<file path="src/rtl/lsu_apb_bridge.sv">
// Load/store unit to APB requester bridge: one outstanding RV32I access,
// lane steering of store data/strobes, load extension, and an ACCESS-phase timeout.
module lsu_apb_bridge #(
    parameter int TIMEOUT_CYCLES = 16
) (
    input  logic        clk,
    input  logic        reset,
    input  logic        req_valid,
    input  logic        req_write,
    input  logic [2:0]  req_func3,
    input  logic [31:0] req_addr,
    input  logic [31:0] req_wdata,
    output logic        req_ready,
    output logic [31:0] rdata,
    output logic        err,
    output logic [31:0] PADDR,
    output logic        PSEL,
    output logic        PENABLE,
    output logic        PWRITE,
    output logic [31:0] PWDATA,
    output logic [3:0]  PSTRB,
    input  logic [31:0] PRDATA,
    input  logic        PREADY,
    input  logic        PSLVERR
);

    localparam int CNT_W = $clog2(TIMEOUT_CYCLES + 1);

    typedef enum logic [1:0] {IDLE, SETUP, ACCESS, RESP} state_t;

    state_t           state;
    logic [2:0]       func3_q;
    logic [1:0]       lane_q;
    logic             write_q;
    logic [CNT_W-1:0] tmo_cnt;

    function automatic logic is_illegal(input logic [2:0] f3, input logic [1:0] lane);
        case (f3)
            3'b000, 3'b100: return 1'b0;
            3'b001, 3'b101: return lane[0];
            3'b010:         return lane != 2'b00;
            default:        return 1'b1;
        endcase
    endfunction

    function automatic logic [31:0] store_data(input logic [2:0] f3, input logic [31:0] wd);
        case (f3[1:0])
            2'b00:   return {4{wd[7:0]}};
            2'b01:   return {2{wd[15:0]}};
            default: return wd;
        endcase
    endfunction

    function automatic logic [3:0] store_strb(input logic [2:0] f3, input logic [1:0] lane);
        case (f3[1:0])
            2'b00:   return 4'b0001 << lane;
            2'b01:   return 4'b0011 << lane;
            default: return 4'b1111;
        endcase
    endfunction

    // Selects the addressed byte/half from the bus word and extends it to 32 bits.
    function automatic logic [31:0] load_extend(input logic [2:0] f3, input logic [1:0] lane,
                                                input logic [31:0] d);
        logic [31:0]        shifted;
        logic [7:0]         b;
        logic [15:0]        h;
        logic signed [7:0]  bs;
        logic signed [15:0] hs;
        logic signed [31:0] r;
        shifted = d >> {lane, 3'b000};
        b       = shifted[7:0];
        h       = lane[1] ? d[31:16] : d[15:0];
        bs      = b;
        hs      = h;
        case (f3)
            3'b000:  r = bs;
            3'b001:  r = hs;
            3'b100:  r = {24'd0, b};
            3'b101:  r = {16'd0, h};
            default: r = d;
        endcase
        return r;
    endfunction

    always_ff @(posedge clk) begin
        if (reset) begin
            state     <= IDLE;
            func3_q   <= 3'd0;
            lane_q    <= 2'd0;
            write_q   <= 1'b0;
            tmo_cnt   <= '0;
            req_ready <= 1'b0;
            rdata     <= 32'd0;
            err       <= 1'b0;
            PADDR     <= 32'd0;
            PSEL      <= 1'b0;
            PENABLE   <= 1'b0;
            PWRITE    <= 1'b0;
            PWDATA    <= 32'd0;
            PSTRB     <= 4'd0;
        end else begin
            req_ready <= 1'b0;
            case (state)
                IDLE: begin
                    if (req_valid) begin
                        func3_q <= req_func3;
                        lane_q  <= req_addr[1:0];
                        write_q <= req_write;
                        tmo_cnt <= '0;
                        if (is_illegal(req_func3, req_addr[1:0])) begin
                            // Rejected without touching the bus.
                            state     <= RESP;
                            req_ready <= 1'b1;
                            err       <= 1'b1;
                            rdata     <= 32'd0;
                        end else begin
                            state   <= SETUP;
                            PSEL    <= 1'b1;
                            PENABLE <= 1'b0;
                            PADDR   <= {req_addr[31:2], 2'b00};
                            PWRITE  <= req_write;
                            PWDATA  <= req_write ? store_data(req_func3, req_wdata) : 32'd0;
                            PSTRB   <= req_write ? store_strb(req_func3, req_addr[1:0]) : 4'd0;
                        end
                    end
                end
                SETUP: begin
                    state   <= ACCESS;
                    PENABLE <= 1'b1;
                end
                ACCESS: begin
                    if (PREADY) begin
                        state     <= RESP;
                        PSEL      <= 1'b0;
                        PENABLE   <= 1'b0;
                        req_ready <= 1'b1;
                        err       <= PSLVERR;
                        rdata     <= (!write_q && !PSLVERR) ?
                                     load_extend(func3_q, lane_q, PRDATA) : 32'd0;
                    end else if (tmo_cnt == CNT_W'(TIMEOUT_CYCLES - 1)) begin
                        state     <= RESP;
                        PSEL      <= 1'b0;
                        PENABLE   <= 1'b0;
                        req_ready <= 1'b1;
                        err       <= 1'b1;
                        rdata     <= 32'd0;
                    end else begin
                        tmo_cnt <= tmo_cnt + 1'b1;
                    end
                end
                RESP: begin
                    state <= IDLE;
                end
                default: begin
                    state <= IDLE;
                end
            endcase
        end
    end

endmodule

</file>
<file path="config.mk">
export PLATFORM = sky130hd
export DESIGN_NAME = lsu_apb_bridge
export DESIGN_NICKNAME = d
export VERILOG_FILES = /design/src/rtl/lsu_apb_bridge.sv
export SDC_FILE = /design/constraint.sdc
export NUM_CORES = 1
export LEC_CHECK = 0
export CORE_MARGIN = 3
export CORE_UTILIZATION = 43
export CTS_CLUSTER_DIAMETER = 80
export DETAILED_ROUTE_END_ITERATION = 8
export PLACE_DENSITY = 0.76
export SLEW_MARGIN = 25
export SYNTH_ARGS = -nofsm -noshare
export SYNTH_HDL_FRONTEND = slang
export SYNTH_SLANG_ARGS = --single-unit
</file>
<file path="constraint.sdc">
create_clock -name clk -period 2.25 [get_ports clk]
set_input_delay 0.225 -clock clk [delete_from_list [all_inputs] [get_ports clk]]
set_output_delay 0.225 -clock clk [all_outputs]
set_load 0.01 [all_outputs]
</file>
==> metrics.cfg <==
[clocking]
cts_root_buffer=clkbuf_16
clk_pin_slew_ns=0.06
ctsHtreeMaxLevel=4
clkLatencyLatePin_ns=0.40
cts_tree=built
cts_sinks=116
cts.path.max_buffers=2
hold_buffers=0
cts_buffers=17

[logic_synthesis]
synth-xor-area-share=0.00519
ys_ff_latch=116
seq_area_frac_synth=0.459
synth_fa_ha_area_frac=0.0124
synth-simple-area-share=0.176
syn_area_sq_mm=0.00506
yosysTopAreaCellShare=0.459
avgSynthCellArea_sq_um=8.81
synth_area_leaders=dfxtp_1, nand2_1, a21oi_1, a22oi_1, a22o_1
muxShareOfSynthArea=0.0782
synth_top_family_by_area=compound AO/OA/AOI/OAI gates
ys_types=49
synth_compound_area_frac=0.221
syn_inst=574
yosysTopAreaCell=dfxtp_1
ys_warn_count=0

[die]
rows=38
core_sq_mm=0.0112
die-area_sq_mm=0.0131
chipHeight_microns=114
io_pins=210
die-width_microns=114
start_util=0.453

[setup_path]
crit_family=simple AND/OR/NAND/NOR gates
cp.arrival_ns=2.38
worst_path_most_repeated_cell=ha_1
cpPeakStageDelay_ns=0.37
critical_path_peak_fanout=31
cp_slowest_cell=dfxtp_1
endpoint_kind=flip-flop
crit_required_ns=2.53
crit_chain=ha_1 > and3_1 > ha_1 > nor2_1 > a21oi_2 > and2_1 > nor2_2 > buf_12 > a22o_1
path_buf_inv=1
start_kind=flip-flop
crit_type=reg -> reg

[routing]
drt-initial-drc-count=337
routed_wl_microns=16300
dr.pass1.iters=6
vias=4979
drt-wirelength-per-cell_microns=17.6
viasPerCell=5.38
ant_nets=0
drc=0

[pwr]
power.share.switching=0.285
power_density_mw_per_mm2=851
p_total_mw=6.76
power.leakage_nw=2.89
pwr-share-comb=0.235
p_switching_mw=1.93
clkPwrFrac=0.424
seqPwrFrac=0.341
peakVddDrop_mv=0.709
intPower_mw=4.83

[timing]
setup_ws_ns=0.154
rsz0062_at_grt=no
timing.final.crit_period_ns=2.10
tns_ns=0
clock_skew_ns=0.00718
hold_viol=0
setup_viol=0
drv_slew=0
timing.fmax_mhz=477
period_share=0.932

[placed_design]
gp_congestion=0.879
postPlaceCellArea_sq_mm=0.00728
dp_hpwl_microns=11600
port_buffers=207
pre_cts_ws_ns=0.118

[grt]
grt_pass1_wl_microns=25700
grt_max_degree=67
gr-total-overflow=0
antenna_found_initial=0
track_usage=0.248
grt_pass1_vias=4948

[layout]
final_layout_size_suffix_gt1_frac=0.101
area_delta_synth_final_pct=56.9
n_antenna_cell=0
n_fill_cell=860
nNetsFinal=882
final_cell_area_sq_mm=0.00794

[outcome]
run_status=completed

[min_path]
hold_path.class=in -> reg

[flow_run]
maxCapViolations=0

==> worst paths after layout <==
kind,slack [ns],from,cells past startpoint,end
hold reg to reg,0.45,PADDR[13]$_SDFFE_PP0P_,2,PADDR[13]$_SDFFE_PP0P_
setup / recovery,0.15,tmo_cnt[0]$_SDFFE_PP0P_,9,rdata[21]$_SDFFE_PP0P_
setup reg to reg,0.15,tmo_cnt[0]$_SDFFE_PP0P_,9,rdata[21]$_SDFFE_PP0P_
hold / removal,0.24,reset,2,PWDATA[28]$_SDFFE_PP0P_
==> metrics by stage <==
step	std cells	hold WS, ns	util
after detailed placement	892	0.447	0.651
after floorplan	575	0.361	-
after CTS	924	0.227	0.708
final	925	0.237	0.710
after global routing	925	0.247	0.710
after global placement	892	0.442	0.651
==> cells in the mapped netlist (all sizes together) <==
library cell and n:
dfxtp 116, nand2 95, a21oi 59, nor2 57, a22oi 32, buf 25
a22o 24, clkbuf 20, mux2i 20, nand2b 18, mux2 17, o21ai 16
o22ai 14, nor3b 8, o2bb2ai 8, a2bb2oi 7, ha 5, inv 5
nor2b 4, a31oi 2, and2 2, nor3 2, or2 2, xor2 2
a211o 1, a211oi 1, a21boi 1, a221oi 1, and3 1, clkinv 1
conb 1, nand3 1, nand3b 1, nand4 1, nand4b 1, nor4 1
o21bai 1, xnor2 1
==> per-layer routing <==
metal  GRT usage  part of all wire  routed length (microns)  vias up
met1       0.292              0.40                     6540     2340
li1            -                 -                        -     2413
met3      0.0951              0.10                     1670       18
met2       0.418              0.48                     7820      208
met4      0.0728             0.015                      240        0
met5           0                 0                        0        -
==> final cells by class <==
type / instances / area [sq um] / area share
multi-input combinational: 408 / 2520 / 0.318
clock inverter: 14 / 201 / 0.0254
tap: 140 / 175 / 0.0221
timing repair buffer: 223 / 2260 / 0.285
inverter: 6 / 22.5 / 0.00284
sequential: 116 / 2320 / 0.293
clock buffer: 18 / 429 / 0.0541
==> cell families after synthesis <==
family / after synthesis
AO/OA/AOI/OAI: 167
XOR/XNOR: 3
adder cells (fa/ha/maj): 5
buffers and inverters: 51
flip-flops: 116
multiplexers: 37
other: 1
AND/OR/NAND/NOR: 194
==> cells in the final DEF (no fill, tap or decap), types with 2 or more instances in the layout <==
cell,netlist,layout
clkdlybuf4s50_1,0,206
dfxtp_1,116,116
nand2_1,95,95
a21oi_1,56,56
nor2_1,54,53
a22oi_1,32,32
a22o_1,24,24
mux2i_1,20,20
nand2b_1,18,18
clkbuf_16,0,17
mux2_2,16,16
o21ai_0,14,14
o22ai_1,14,14
buf_4,2,10
o2bb2ai_1,8,8
nor3b_1,8,8
a2bb2oi_1,7,7
buf_12,0,6
inv_1,5,5
ha_1,5,5
bufinv_16,0,4
clkinv_4,0,4
nor2b_1,4,3
inv_6,0,3
nor3_1,2,2
a21oi_2,3,2
and2_1,2,2
nor2_2,1,2
nor2_4,2,2
xor2_1,2,2
conb_1,1,2
clkinvlp_4,0,2
==> what timing repair did <==
| action | 4_1_cts | 5_1_grt |
|---|---|---|
| buffers inserted | 0 | 1 |
| endpoints found under the setup margin | 0 | 24 |
| resized for setup | 0 | 2 |
| endpoints found under the hold margin | 0 | 0 |
==> state kept, by name, indices dropped and copies added, names as in the netlist <==
signal and cells:
PADDR 30, PENABLE 1, PSEL 1, PSTRB 4, PWDATA 32, PWRITE 1
err 1, func3_q 3, lane_q 2, rdata 32, req_ready 1, state 2
tmo_cnt 5, write_q 1
==> power groups by stage <==
stage / registers, mW / logic, mW / clock network [mW]
global placement: 2.34 / 1.53 / 0
finish: 2.30 / 1.59 / 2.87
detailed placement: 2.34 / 1.56 / 0
floorplan: 2.38 / 0.858 / 0
CTS: 2.30 / 1.58 / 2.89
global route: 2.32 / 1.74 / 2.99
No activity file was read; power rests on OpenSTA's default activity.
